`config.mk`:
```
export PLATFORM = sky130hd
export DESIGN_NAME = booth_r4_seq_mult
export DESIGN_NICKNAME = d
export VERILOG_FILES = /design/src/rtl/booth_r4_seq_mult.sv
export SDC_FILE = /design/constraint.sdc
export NUM_CORES = 1
export LEC_CHECK = 0
export ABC_AREA = 1
export ABC_CLOCK_PERIOD_IN_PS = 4500
export CAP_MARGIN = 20
export CORE_UTILIZATION = 55
export CTS_BUF_LIST = sky130_fd_sc_hd__clkbuf_16
export DETAILED_ROUTE_END_ITERATION = 12
export GPL_TIMING_DRIVEN = 0
export PLACE_DENSITY = 0.79
export REMOVE_ABC_BUFFERS = 1
export SLEW_MARGIN = 0
export SYNTH_ARGS = -nofsm -noshare
export SYNTH_HDL_FRONTEND = slang
export SYNTH_SLANG_ARGS = --single-unit
export TNS_END_PERCENT = 50
```
`constraint.sdc`:
```
create_clock -name clk -period 4.5 [get_ports clk]
set_input_delay 0.9 -clock clk [delete_from_list [all_inputs] [get_ports clk]]
set_output_delay 0.9 -clock clk [all_outputs]
set_load 0.01 [all_outputs]
```
`src/rtl/booth_r4_seq_mult.sv`:
```
// -----------------------------------------------------------------------------
// booth_r4_seq_mult
//
// Sequential signed 16x16 radix-4 Booth multiplier. Operands are accepted over
// a valid/ready handshake, one Booth partial-product row is formed and added
// to a 32-bit accumulator per clock, and the product is offered over a second
// valid/ready handshake. The accumulator register drives the product output.
//
// Ports:
//   clk        rising-edge clock
//   rst_n      synchronous active-low reset
//   in_valid   operands valid
//   in_ready   block can accept operands (high in IDLE)
//   a          multiplicand, two's complement
//   b          multiplier, two's complement (Booth-recoded internally)
//   out_valid  product valid (high in DONE)
//   out_ready  downstream accepts the product
//   p          product, two's complement (accumulator register)
//   busy       high in RUN
//
// Configuration macro:
//   APPROX_ROW0_SKIP_EN  when defined, Booth row 0 is never added; RUN lasts
//                        7 cycles and p = a*b - d0*a (approximate mode).
//                        When undefined, the product is exact (8-cycle RUN).
// -----------------------------------------------------------------------------
module booth_r4_seq_mult #(
  parameter int ROWS = 8
) (
  input  logic        clk,
  input  logic        rst_n,
  input  logic        in_valid,
  output logic        in_ready,
  input  logic [15:0] a,
  input  logic [15:0] b,
  output logic        out_valid,
  input  logic        out_ready,
  output logic [31:0] p,
  output logic        busy
);

  localparam int CW = $clog2(ROWS);
  localparam logic [CW-1:0] LAST_ROW = CW'(ROWS - 1);

`ifdef APPROX_ROW0_SKIP_EN
  // Row 0 is skipped entirely: RUN begins on row 1.
  localparam logic [CW-1:0] FIRST_ROW = CW'(1);
`else
  localparam logic [CW-1:0] FIRST_ROW = CW'(0);
`endif

  typedef enum logic [1:0] {
    IDLE = 2'd0,
    RUN  = 2'd1,
    DONE = 2'd2
  } state_e;

  state_e          state_q, state_d;
  logic [CW-1:0]   cnt_q,   cnt_d;
  logic [31:0]     acc_q,   acc_d;
  logic [15:0]     a_q,     a_d;
  logic [15:0]     b_q,     b_d;

  // ---------------------------------------------------------------------------
  // Booth row generation for the current digit index cnt_q.
  // ---------------------------------------------------------------------------
  logic [16:0]     b_ext;      // b with the implicit b[-1] = 0 appended
  logic [CW:0]     shamt;      // 2*i, both the triplet base and the row weight
  logic [2:0]      trip;       // {b[2i+1], b[2i], b[2i-1]}
  logic            row_zero;
  logic            row_neg;
  logic            row_two;
  logic [17:0]     a_ext;
  logic [17:0]     mag;
  logic [17:0]     row;
  logic [31:0]     addend;

  assign b_ext = {b_q, 1'b0};
  assign shamt = {cnt_q, 1'b0};
  assign trip  = b_ext[shamt +: 3];
  assign a_ext = {{2{a_q[15]}}, a_q};

  always_comb begin
    // NOTE: every variable written in a combinational block gets a default
    // first, so no path through the case leaves it unassigned (no latch).
    row_zero = 1'b0;
    row_neg  = 1'b0;
    row_two  = 1'b0;
    unique case (trip)
      3'b000, 3'b111: row_zero = 1'b1;
      3'b001, 3'b010: ;                                  // +1
      3'b011:         row_two  = 1'b1;                   // +2
      3'b100:         begin row_neg = 1'b1; row_two = 1'b1; end  // -2
      3'b101, 3'b110: row_neg  = 1'b1;                   // -1
      default:        row_zero = 1'b1;
    endcase
  end

  // 18 bits hold +-2*a for every 16-bit a, including 2*(-32768) negated.
  assign mag    = row_two ? {a_ext[16:0], 1'b0} : a_ext;
  assign row    = row_zero ? 18'd0 : (row_neg ? (~mag + 18'd1) : mag);
  assign addend = {{14{row[17]}}, row} << shamt;

  // ---------------------------------------------------------------------------
  // Control FSM: next state and datapath updates.
  // ---------------------------------------------------------------------------
  always_comb begin
    state_d = state_q;
    cnt_d   = cnt_q;
    acc_d   = acc_q;
    a_d     = a_q;
    b_d     = b_q;
    unique case (state_q)
      IDLE: begin
        if (in_valid) begin
          state_d = RUN;
          a_d     = a;
          b_d     = b;
          acc_d   = 32'd0;
          cnt_d   = FIRST_ROW;
        end
      end
      RUN: begin
        acc_d = acc_q + addend;        // modulo 2^32
        cnt_d = cnt_q + CW'(1);
        if (cnt_q == LAST_ROW) begin
          state_d = DONE;
        end
      end
      DONE: begin
        if (out_ready) begin
          state_d = IDLE;
        end
      end
      default: state_d = IDLE;
    endcase
  end

  always_ff @(posedge clk) begin
    // NOTE: sequential state uses non-blocking assignments so every register
    // samples the pre-edge values, independent of statement order.
    if (!rst_n) begin
      state_q <= IDLE;
      cnt_q   <= '0;
      acc_q   <= 32'd0;
      a_q     <= 16'd0;
      b_q     <= 16'd0;
    end else begin
      state_q <= state_d;
      cnt_q   <= cnt_d;
      acc_q   <= acc_d;
      a_q     <= a_d;
      b_q     <= b_d;
    end
  end

  // All outputs are decoded from registers only.
  assign in_ready  = (state_q == IDLE);
  assign out_valid = (state_q == DONE);
  assign busy      = (state_q == RUN);
  assign p         = acc_q;

endmodule

```
* After elaboration in Yosys (flattened, before gate mapping) *
Index checks and enable logic that the tools add are counted.

word-level totals
  bits of input ports = 36
  logic and storage cells = 45
  register bits = 69

cells by class
  bitwise operators = 1
  shifts and indexed selects = 2
  reduce and logical (&&, ||, !) cells = 9
  $add $sub $neg = 3
  multiplexer cells = 14
  eq/ne operators = 11

operator list
  cell                                                                   count
  32-bit one-hot mux with 2 select lines                                 1
  18-bit two-way mux                                                     2
  32-bit adder                                                           1
  32-bit two-way mux                                                     1
  32-bit by 4-bit left shift with 32-bit output                          1
  18-bit by 1-bit adder with 18-bit output, second input constant        1
  18-bit NOT                                                             1
  17-bit by 5-bit variable part select with 3-bit output                 1
  16-bit two-way mux                                                     1
  3-bit equality test, second input constant                             5
  2-bit two-way mux                                                      3
  2-bit one-hot mux with 3 select lines                                  1
  3-bit one-hot mux with 2 select lines                                  1
  2-bit by 1-bit != test with 1-bit output, second input constant        2
  2-bit AND reduction                                                    2
  2-bit OR reduction                                                     2
  3-bit by 1-bit adder with 3-bit output, second input constant          1
  3-bit by 2-bit equality test with 1-bit output, second input constant  1
  3-bit logical NOT                                                      1
  1-bit two-way mux                                                      3
  3-bit two-way mux                                                      1
  3-bit AND reduction                                                    1
  3-bit OR reduction                                                     1
  2-bit by 1-bit equality test with 1-bit output, second input constant  1
  other kinds (4)                                                        4

* Depth between registers and ports, before layout *
  depth after elaboration = 12
  gate-level depth with buffers = 39
  depth with buffers taken out = 37

* Least setup slack after synthesis *
OpenSTA, ideal clock, no wires.

  path type = flip-flop to flip-flop
  start point = reg cnt_q[0]
  end point = reg acc_q[31], in the netlist p[31]
  cell stages (with the launch flop) = 36
  setup time = 0.132 ns
  data required time = 4.368 ns
  path buffers = 3
  arrival = 3.937 ns
  slack = 0.431 ns
  cell sequence = dfxtp_1 > buf_6 > buf_6 > o211ai_2 > nand2_1 > nand2_1 > nand2_2 > nand2_4 > nand2_4 > buf_4 > nand2_1 > o21ai_0 > ha_1 > nor2_1 > xor2_1 > nand2_1 > o21ai_0 > nand2_1 > nor2_1 > ha_1 > a21oi_1 > nand2_1 > nand2_1 > nand2_1 > a21oi_1 > nor2_1 > inv_1 > nand3_1 > o21ai_0 > inv_1 > nand3_1 > nand3_1 > a21oi_1 > nand3_1 > nand3_1 > a21oi_1

on the way
  longest elaborated chain between the ends = 12
  elaborated cells between the ends (all ways) = 21

RTL lines
  what                                                                                   RTL line  text
  start, declared                                                                        58        logic [CW-1:0] cnt_q, cnt_d;
  start signal, assigned                                                                 149       cnt_q <= cnt_d;
  17-bit by 5-bit variable part select with 3-bit output                                 79        assign trip = b_ext[shamt +: 3];
  3-bit equality test or 3-bit by 2-bit equality test with 1-bit output (tied branches)  88        unique case (trip)
  2-bit OR reduction (no source line)                                                    --
  1-bit two-way mux                                                                      88
  16-bit two-way mux                                                                     99        assign mag = row_two ? {a_ext[16:0], 1'b0} : a_ext;
  18-bit NOT                                                                             100       assign row = row_zero ? 18'd0 : (row_neg ? (~mag + 18'd1) : mag);
  18-bit by 1-bit adder with 18-bit output                                               100
  18-bit two-way mux (2 in a row)                                                        100
  32-bit by 4-bit left shift with 32-bit output *                                        101       assign addend = {{14{row[17]}}, row} << shamt;
  32-bit adder *                                                                         123       acc_d = acc_q + addend;
  32-bit one-hot mux with 2 select lines *                                               112       unique case (state_q)
  end signal, assigned                                                                   144       acc_q <= 32'd0;
  end signal, assigned                                                                   150       acc_q <= acc_d;
  end, declared                                                                          59        logic [31:0] acc_q, acc_d;

Mark *: on every way between the ends. The rest lies on a longest branch, timed or not.
A chain may end at the register's enable or synchronous reset.

* Worst setup path in the final report *
  start point = reg cnt_q[0]
  end point = reg acc_q[23], in the netlist p[23]

The elaborated chain is that of the path after synthesis.

==> results.yml <==
sta:
  fin_hold_ws_ps: 455
  finalCriticalPeriod_ps: 4820
  period_share_pct: 107
  slew_violations: 0
  hold_violations: 0
  setup_ws_ps: -324
  tightest_slew_ps: 941
  clock_skew_ps: 8.88
  relSlewSlack_pct: 37.1
  max_freq_ghz: 0.207
  rsz0062_at_grt: "true"
  finalSetupViolCount: 22
logic_synthesis:
  synth_top_area_share_pct: 23.0
  synth_commonest_cells: "nand2_1, a21oi_1, nand3_1"
  yosysWarnings: 0
  synth_area_leader_cell: "dfxtp_1"
  ys_ff_latch: 69
  syn_area_um2: 6010
  yosysUniqueCellTypes: 44
  synthFlopType: "dfxtp_1"
  synthCells: 981
  async_reset_ff_share_pct: 0
  seq_area_frac_synth_pct: 23.0
  synthTopCellsByArea: "dfxtp_1, nand2_1, a21oi_1"
  synth_edf_count: 0
  post-synth-top-count-cell: "nand2_1"
  avgSynthCellArea_um2: 6.12
detailed_routing:
  vias: 7582
  avgViaCountPerCell: 6.13
  wl_um: 22300
  wl_per_cell_um: 18.1
  dr.pass1.iters: 5
  drt_iter0_drc: 747
  antenna_left: 0
  drc: 0
global_routing:
  antenna_found_initial: 0
  grt_usage_pct: 31.8
  grt_max_degree: 61
  grt.overflow.total: 0
  grt_pass1_vias: 6044
  grt_pass1_wl_um: 28900
worst_setup_path:
  critPathLaunchType: "flip-flop"
  crit_family: "simple AND/OR/NAND/NOR gates"
  cpPeakStageDelay_ps: 400
  cp.required_ps: 4770
  cp.buffers_inverters: 7
  worstSetupEndpointType: "flip-flop"
  crit_fanout: 9
  critPathArrivalTime_ps: 5090
  cp_slowest_cell: "dfxtp_4"
  path_class: "flip-flop to flip-flop"
  crit_top_cell: "nand2_1"
layout:
  post-route-util_pct: 85.3
  fillCellCount: 650
  nets: 1172
  areaGrowthSynthToFinish_pct: 48.5
  drive_above_1_share_pct: 30.9
  antenna_cells: 0
clock_tree:
  numCtsBuffers: 9
  clk_latency_ps: 350
  cts_hold_buf: 0
  tritoncts: "built"
  cts.sinks: 69
  htree_levels: 3
  cts.clk_slew.worst_paths_ps: 70
  cts_root_buf: "clkbuf_16"
  cts_max_path_buffers: 2
power:
  combPwrFrac_pct: 57.6
  vdd_drop_max_uv: 334
  total_power_uw: 3520
  power_density_nw_per_um2: 394
  p_clk_share_pct: 21.8
  p_sw_share_pct: 45.7
  p_leak_uw: 0.00381
  power.net_switching_uw: 1610
  seqPwrFrac_pct: 20.6
  power.internal_uw: 1910
place:
  port_buffers: 70
  place_congestion: 0.898
  dp_hpwl_um: 12100
  place_ws_ps: -1890
floorplanning:
  die_h_um: 107
  placementRows: 37
  initial_core_util_pct: 57.4
  core_area_um2: 10500
  fp.dieW_um: 107
  die_area_um2: 11300
  num_io_pins: 71
min_path:
  hold_class: "flip-flop to flip-flop"
run_status:
  status: "finished, violations left"
  violations: "setup timing"
run:
  cap_violations: 0
## power by group through the flow
stage / combinational [uW] / clock, uW / sequential [uW]
finish: 2030 / 766 / 725
global route: 2170 / 789 / 731
CTS: 1370 / 760 / 710
detailed placement: 1260 / 0 / 730
global placement: 1240 / 0 / 733
floorplan: 905 / 0 / 736
## routing by layer
metal	up-vias	wire length (um)	track usage [%]
li1	3564	-	-
met5	-	0	0
met2	398	10600	53.0
met3	104	1770	4.97
met4	0	934	9.30
met1	3516	9070	42.2
## cell usage in the layout (no fill, tap or decap), types with 4 or more instances in the layout
cell type,synthesis,routed
nand2_1,257,209
a21oi_1,124,92
nand3_1,109,75
inv_1,79,73
clkdlybuf4s50_1,0,70
dfxtp_1,69,66
o21ai_0,85,56
buf_4,2,55
nand2_2,15,49
nor2_1,55,41
nand3_2,5,36
o21ai_1,20,26
a21oi_2,0,25
o21ai_2,3,22
nand2_4,7,19
ha_4,0,19
ha_1,39,18
nand4_1,10,10
nor2_2,2,10
or2_2,11,10
clkbuf_16,0,10
nor2_4,1,7
a21oi_4,0,7
buf_6,4,7
o21ai_4,1,5
nand2_8,0,5
inv_2,3,4
nor4_4,0,4
clkinvlp_4,0,4
## logic make-up after synthesis
group	synth area share, %
adders and majority gates	8.45
buffers and inverters	8.64
DFF	23.0
AOI/OAI and AO/OA	23.1
xor gates and xnor gates	0.146
and+or+nand+nor	36.6
## registers in the layout (all words and copies together) (netlist names)
signal / count
p: 32
a_q: 16
b_q: 16
cnt_q: 3
state_q: 2
## timing repair
item,4_1_cts,5_1_grt
setup buffers,19,46
cloned,3,4
pin swaps,10,109
setup endpoints to repair,31,26
gates resized for setup,53,252
## cell type report
type	count	area (um^2)	share of cell area, %
timing repair inverter	2	16.3	0.182
tap	136	170	1.91
timing repair buffer	140	1350	15.2
clock inverter	7	80.1	0.897
sequential	69	1390	15.6
clock buffer	9	225	2.52
multi-input combinational	790	5330	59.8
inverter	84	354	3.97
## metrics by stage
| step | instance area, um^2 | setup TNS, ps | instances |
|---|---|---|---|
| 2_1_floorplan | 5800 | -9530 | 940 |
| 3_3_place_gp | 6680 | -47380 | 1146 |
| 3_5_place_dp | 6750 | -42680 | 1149 |
| 4_1_cts | 7450 | 0 | 1187 |
| 5_1_grt | 8920 | -6450 | 1237 |
| 6_report | 8920 | -1790 | 1237 |
## path summary, 6_finish.rpt
path,start,to,slack [ps],depth (start not counted)
hold reg to reg,b_q[4],b_q[4],450,2
setup reg to reg,cnt_q[0],p[23],-320,36
setup / recovery,cnt_q[0],p[23],-320,36
hold / removal,b_q[4],b_q[4],450,2
## worst register-to-register path, delay by kind of cell (launching register included)
| family | cells | cell delay, ps |
|---|---|---|
| AO/OA/AOI/OAI | 7 | 1120 |
| AND/OR/NAND/NOR | 20 | 1950 |
| flip-flops | 1 | 400 |
| buffers and inverters | 7 | 750 |
| adder cells (fa/ha/maj) | 2 | 520 |
Power figures use the tool's default switching activity.
